### src/rtl/simple_proc_pkg.sv
// Shared definitions for the simple processor and its instruction sequencer:
// opcode encodings, sequencer state encodings and default sizing.
package simple_proc_pkg;

  typedef enum logic [2:0] {
    OP_MV  = 3'b000,
    OP_MVI = 3'b001,
    OP_ADD = 3'b010,
    OP_SUB = 3'b011
  } opcode_e;

  typedef enum logic [2:0] {
    SEQ_IDLE  = 3'd0,
    SEQ_ISSUE = 3'd1,
    SEQ_WAIT  = 3'd2,
    SEQ_FIN   = 3'd3,
    SEQ_ERR   = 3'd4
  } seq_state_e;

  localparam int SEQ_DEFAULT_DEPTH   = 16;
  localparam int SEQ_DEFAULT_TIMEOUT = 15;

  // mvi carries its immediate in the following program word
  function automatic logic is_mvi(input logic [2:0] op);
    return op == OP_MVI;
  endfunction

endpackage

### src/rtl/simple_processor_intf.sv
// Instruction hand-off between a sequencer (master) and the processor (slave).
interface simple_processor_intf;

  logic       Run;
  logic [8:0] DIN;
  logic       Done;
  logic [8:0] Bus;

  modport master (output Run, output DIN, input Done, input Bus);
  modport slave  (input Run, input DIN, output Done, output Bus);

endinterface

### src/rtl/prog_mem.sv
// Program store: DEPTH x 9 register file, synchronous write, two async read ports.
// Contents are deliberately not reset so a program survives a sequencer reset.
module prog_mem #(
  parameter  int DEPTH = 16,
  localparam int AW    = $clog2(DEPTH)
) (
  input  logic          clk,
  input  logic          we,
  input  logic [AW-1:0] waddr,
  input  logic [8:0]    wdata,
  input  logic [AW-1:0] raddr_a,
  output logic [8:0]    rdata_a,
  input  logic [AW-1:0] raddr_b,
  output logic [8:0]    rdata_b
);

  logic [8:0] mem [DEPTH];

  always_ff @(posedge clk) begin
    if (we) begin
      mem[waddr] <= wdata;
    end
  end

  assign rdata_a = mem[raddr_a];
  assign rdata_b = mem[raddr_b];

endmodule

### src/rtl/instr_sequencer.sv
// Walks a loaded program, issuing one instruction (plus mvi immediate) per
// Run strobe and waiting for the processor's Done, with a bounded wait.
module instr_sequencer
  import simple_proc_pkg::*;
#(
  parameter  int DEPTH   = SEQ_DEFAULT_DEPTH,
  parameter  int TIMEOUT = SEQ_DEFAULT_TIMEOUT,
  localparam int AW      = $clog2(DEPTH),
  localparam int PW      = AW + 1
) (
  input  logic          Clock,
  input  logic          Resetn,
  input  logic          load_en,
  input  logic [AW-1:0] load_addr,
  input  logic [8:0]    load_data,
  input  logic [PW-1:0] prog_len,
  input  logic          start,
  output logic          busy,
  output logic          finished,
  output logic [8:0]    last_bus,
  output logic          timeout_err,
  simple_processor_intf.master proc
);

  localparam int TW = $clog2(TIMEOUT + 1);

  localparam logic [2:0] ST_IDLE  = SEQ_IDLE;
  localparam logic [2:0] ST_ISSUE = SEQ_ISSUE;
  localparam logic [2:0] ST_WAIT  = SEQ_WAIT;
  localparam logic [2:0] ST_FIN   = SEQ_FIN;
  localparam logic [2:0] ST_ERR   = SEQ_ERR;

  logic [2:0]    state_reg;
  logic [PW-1:0] pc_reg;
  logic [PW-1:0] len_reg;
  logic [2:0]    op_reg;
  logic [TW-1:0] timer_reg;
  logic [8:0]    last_bus_reg;
  logic          timeout_err_reg;

  logic [8:0]    word_cur;
  logic [8:0]    word_nxt;
  logic [PW-1:0] pc_plus1;
  logic [PW-1:0] pc_step;
  logic          mem_we;

  assign pc_plus1 = pc_reg + PW'(1);
  assign pc_step  = pc_reg + (is_mvi(op_reg) ? PW'(2) : PW'(1));
  assign mem_we   = load_en && (state_reg == ST_IDLE);

  prog_mem #(.DEPTH(DEPTH)) u_prog_mem (
    .clk     (Clock),
    .we      (mem_we),
    .waddr   (load_addr),
    .wdata   (load_data),
    .raddr_a (pc_reg[AW-1:0]),
    .rdata_a (word_cur),
    .raddr_b (pc_plus1[AW-1:0]),
    .rdata_b (word_nxt)
  );

  always_ff @(posedge Clock or negedge Resetn) begin
    if (!Resetn) begin
      state_reg       <= ST_IDLE;
      pc_reg          <= '0;
      len_reg         <= '0;
      op_reg          <= '0;
      timer_reg       <= '0;
      last_bus_reg    <= '0;
      timeout_err_reg <= 1'b0;
    end else begin
      case (state_reg)
        ST_IDLE: begin
          if (start) begin
            len_reg         <= prog_len;
            pc_reg          <= '0;
            timeout_err_reg <= 1'b0;
            state_reg       <= (prog_len == '0) ? ST_FIN : ST_ISSUE;
          end
        end
        ST_ISSUE: begin
          op_reg    <= word_cur[8:6];
          timer_reg <= '0;
          state_reg <= ST_WAIT;
        end
        ST_WAIT: begin
          if (proc.Done) begin
            last_bus_reg <= proc.Bus;
            pc_reg       <= pc_step;
            state_reg    <= (pc_step >= len_reg) ? ST_FIN : ST_ISSUE;
          end else if (timer_reg == TW'(TIMEOUT - 1)) begin
            // this cycle is the TIMEOUT-th without Done
            timeout_err_reg <= 1'b1;
            state_reg       <= ST_ERR;
          end else begin
            timer_reg <= timer_reg + TW'(1);
          end
        end
        ST_FIN:  state_reg <= ST_IDLE;
        ST_ERR:  state_reg <= ST_IDLE;
        default: state_reg <= ST_IDLE;
      endcase
    end
  end

  // an mvi whose immediate lies beyond the program end gets a zero immediate
  always_comb begin
    proc.DIN = 9'h000;
    case (state_reg)
      ST_ISSUE: proc.DIN = word_cur;
      ST_WAIT: begin
        if (is_mvi(op_reg) && (pc_plus1 < len_reg)) begin
          proc.DIN = word_nxt;
        end
      end
      default: proc.DIN = 9'h000;
    endcase
  end

  assign proc.Run    = (state_reg == ST_ISSUE);
  assign busy        = (state_reg == ST_ISSUE) || (state_reg == ST_WAIT);
  assign finished    = (state_reg == ST_FIN);
  assign last_bus    = last_bus_reg;
  assign timeout_err = timeout_err_reg;

endmodule

### src/flat_wrapper.sv
// flat-port wrapper written by rule: the top's interface ports become plain ports
module instr_sequencer_flat import simple_proc_pkg::*;
#(
  parameter  int DEPTH   = SEQ_DEFAULT_DEPTH,
  parameter  int TIMEOUT = SEQ_DEFAULT_TIMEOUT,
  localparam int AW      = $clog2(DEPTH),
  localparam int PW      = AW + 1
)
  (Clock, Resetn, load_en, load_addr, load_data, prog_len, start, busy, finished, last_bus, timeout_err, proc_Run, proc_DIN, proc_Done, proc_Bus);
  simple_processor_intf proc_i ();
  input  logic Clock;
  input  logic Resetn;
  input  logic load_en;
  input  logic [AW-1:0] load_addr;
  input  logic [8:0] load_data;
  input  logic [PW-1:0] prog_len;
  input  logic start;
  output logic busy;
  output logic finished;
  output logic [8:0] last_bus;
  output logic timeout_err;
  output wire logic [$bits(proc_i.Run)-1:0] proc_Run;
  output wire logic [$bits(proc_i.DIN)-1:0] proc_DIN;
  input wire logic [$bits(proc_i.Done)-1:0] proc_Done;
  input wire logic [$bits(proc_i.Bus)-1:0] proc_Bus;
  assign proc_Run = proc_i.Run;
  assign proc_DIN = proc_i.DIN;
  assign proc_i.Done = proc_Done;
  assign proc_i.Bus = proc_Bus;
  instr_sequencer #(.DEPTH(DEPTH), .TIMEOUT(TIMEOUT)) u_core (.Clock(Clock), .Resetn(Resetn), .load_en(load_en), .load_addr(load_addr), .load_data(load_data), .prog_len(prog_len), .start(start), .busy(busy), .finished(finished), .last_bus(last_bus), .timeout_err(timeout_err), .proc(proc_i));
endmodule
### config.mk
export PLATFORM = sky130hd
export DESIGN_NAME = instr_sequencer_flat
export DESIGN_NICKNAME = d
export VERILOG_FILES = /design/src/rtl/simple_proc_pkg.sv /design/src/rtl/simple_processor_intf.sv /design/src/rtl/prog_mem.sv /design/src/rtl/instr_sequencer.sv /design/src/flat_wrapper.sv
export SDC_FILE = /design/constraint.sdc
export NUM_CORES = 1
export LEC_CHECK = 0
export ABC_AREA = 1
export CAP_MARGIN = 20
export CELL_PAD_IN_SITES_DETAIL_PLACEMENT = 1
export CELL_PAD_IN_SITES_GLOBAL_PLACEMENT = 2
export CORE_UTILIZATION = 37
export DETAILED_ROUTE_END_ITERATION = 7
export HOLD_SLACK_MARGIN = 0.15
export PLACE_DENSITY = 0.86
export SYNTH_ARGS = -nofsm -noshare
export SYNTH_HDL_FRONTEND = slang
export SYNTH_HIERARCHICAL = 1
export SYNTH_SLANG_ARGS = --single-unit
export TNS_END_PERCENT = 1
### constraint.sdc
create_clock -name Clock -period 3.4 [get_ports Clock]
set_input_delay 1.02 -clock Clock [delete_from_list [all_inputs] [get_ports Clock]]
set_output_delay 1.02 -clock Clock [all_outputs]
set_load 0.01 [all_outputs]
==> run_results.csv <==
group,metric,value,unit
timing,post-route-period-util,102,%
synth,synth_cell_type_count,32,
floorplanning,fp.dieH,164,µm
final_layout,stdcell_area,11900,µm²
job,drv_cap,0,
timing,timing.setup.tns,-207,ps
synth,synthCells,1168,
timing,finalSetupViolations,7,
timing,skew,15.3,ps
synth,seq_area_frac_synth,52.5,%
pwr,powerDensity,817,nW/µm²
worst_setup_path,end_kind,"output pin",
worst_setup_path,arrival,2440,ps
timing,slew_headroom,42.9,%
global_route,grt_pass1_vias,8604,
final_layout,area_growth,23.5,%
final_layout,diodes,0,
synth,synth_top_cell_by_area,"edfxtp_1",
synth,synthTopCellsByCount,"nand2_1, nand3_1, inv_1",
timing,worstMarginPinSlew,854,ps
pwr,power,9.75,mW
synth,synth_ff_type,"edfxtp_1",
global_route,grt_max_degree,48,
place,hpwl,21.7,mm
detailed_routing,dr.pass1.iters,4,
synth,async_reset_ff_share,17.2,%
timing,fin_crit,3460,ps
synth,avgSynthCellArea,8.28,µm²
clock_network,cts_tree,"yes",
clock_network,cts.clk_slew.worst_paths,70,ps
detailed_routing,via_count,8451,
timing,hold_viol,0,
worst_setup_path,cp_max_fo,5,
place,gp_congestion,0.803,
detailed_routing,vias_per_cell,5.25,
worst_setup_path,cp-start-kind,"flip-flop",
global_route,grt_pass1_wl,49.4,mm
clock_network,insertion_delay,440,ps
timing,drv_slew,0,
final_layout,largest_reg_flops,144,
worst_setup_path,cp.required,2380,ps
floorplanning,die_w,164,µm
worst_setup_path,path_class,"reg -> out",
detailed_routing,route.detailed.drc,0,
final_layout,drive_above_1_share,14.5,%
synth,yosysWarnings,6,
floorplanning,initial_core_util,38.1,%
detailed_routing,drt_iter0_markers,656,
synth,synth_edf_count,144,
outcome,status,"finished, violations left",
global_route,antenna_found_initial,0,
timing,worst_slack,-56.3,ps
floorplanning,std_cell_rows,58,
synth,synth_top_area_share,44.7,%
final_layout,fin_nets,1314,
global_route,grtUsageTotal,25.2,%
clock_network,cts_buffers,17,
timing,max_freq,289,MHz
synth,synthMostInstantiatedCell,"nand2_1",
clock_network,cts.sink_count,174,
clock_network,clk_path_buf_depth,2,
floorplanning,die-area,26800,µm²
pwr,power_leakage,5.40,nW
clock_network,cts_max_level,4,
global_route,grt.overflow.total,0,
detailed_routing,drt-total-wl,33.3,mm
pwr,ir_drop,0.337,mV
floorplanning,io_pins,54,
clock_network,root_buffer,"clkbuf_16",
synth,synth_fp_nets,1215,
place,io_buffers,53,
synth,synth_seq_cells,174,
place,place_area,10900,µm²
synth,syn_area,9670,µm²
timing,rsz0062_at_grt,"yes",
detailed_routing,detail-route-antenna-nets,0,
floorplanning,coreArea,25400,µm²
synth,synth_top_cells_by_area,"edfxtp_1, nand2_1, nand3_1",
outcome,violations,"negative setup slack",
detailed_routing,routedWlPerCell,20.7,µm
min_path,hp-class,"reg -> reg",
where the power goes:
part | leakage, nW | internal [mW] | switching [mW]
logic | 3.43 | 2.00 | 3.08
registers | 1.68 | 2.48 | 0.107
clock network | 0.296 | 1.17 | 0.900
through the flow:
step | hold slack [ps] | utilization (%) | worst slack (ps) | instances
2_1_floorplan | 450 | - | 540 | 1168
3_3_place_gp | 454 | 43.0 | -144 | 1569
3_5_place_dp | 466 | 43.0 | -153 | 1569
4_1_cts | 484 | 46.2 | -78.9 | 1602
5_1_grt | 509 | 47.0 | -132 | 1609
6_report | 478 | 47.0 | -56.3 | 1609
kinds of logic after synthesis:
logic type	Yosys count	synth area share (%)
AO/OA/AOI/OAI	32	1.81
XOR/XNOR	5	0.453
adder cells (fa/ha/maj)	15	2.02
buffers and inverters	239	11.6
flip-flops	174	52.5
multiplexers	1	0.116
AND/OR/NAND/NOR	702	31.5
worst max-delay path, stage by stage (launching register included):
cell and delay [ps]:
dfrtp_2 400, buf_6 140, nand3_4 90, xnor2_4 230, ha_4 240, a21oi_2 140, or2_4 150, nand3_4 80
buf_8 160, buf_6 110, o21ai_2 120, buf_2 160
layout by cell type, fill, tap and decap left out, types with 8 or more instances in the layout:
master           netlist  final
o21ai_0               11      9
nand3_1              264    252
edfxtp_1             144    144
buf_2                 28      8
nand2_1              393    391
nand3_2                2     11
nor2_1                26     25
dfrtp_1               30     27
buf_4                  8     57
clkdlybuf4s50_1        0     44
buf_12                 0     13
clkbuf_16              0     18
ha_1                  14     12
inv_1                170    168
final timing paths:
kind                                    start                  end  slack [ps]  cells after the start
hold / removal             u_core/last_bus[0]   u_core/last_bus[0]         480                      2
setup / recovery             u_core/pc_reg[0]          proc_DIN[1]         -60                     11
min in group asynchronous              Resetn    u_core/len_reg[1]         980                      2
setup reg to reg             u_core/pc_reg[0]  u_core/state_reg[1]         710                     15
max in group asynchronous              Resetn     u_core/pc_reg[0]        2100                      2
hold reg to reg            u_core/last_bus[0]   u_core/last_bus[0]         480                      2
repair_timing:
item,in CTS,in global routing
setup buffers,1,5
endpoints found under the setup margin,9,9
gates cloned,2,2
resized for setup,89,24
endpoints found under the hold margin,0,0
pin swaps,12,13
hold buffers,0,0
metal layers:
metal  GRT usage (%)  vias to the layer above  wire (µm)
met4            7.03                        0        587
met3            4.52                       38       1630
li1                -                     3960          -
met2            43.8                      209      16700
met1            31.8                     4244      14400
met5               0                        -          0
cell type report:
| type | count | area, µm² |
|---|---|---|
| Tap cell | 330 | 413 |
| Timing Repair Buffer | 135 | 1390 |
| Inverter | 183 | 744 |
| Fill cell | 2986 | 13500 |
| Clock buffer | 17 | 425 |
| Sequential cell | 174 | 5080 |
| Clock inverter | 14 | 181 |
| Multi-Input combinational cell | 755 | 3690 |
| Timing Repair inverter | 1 | 11.3 |
Note: power is estimated with default switching activity, not from simulation.
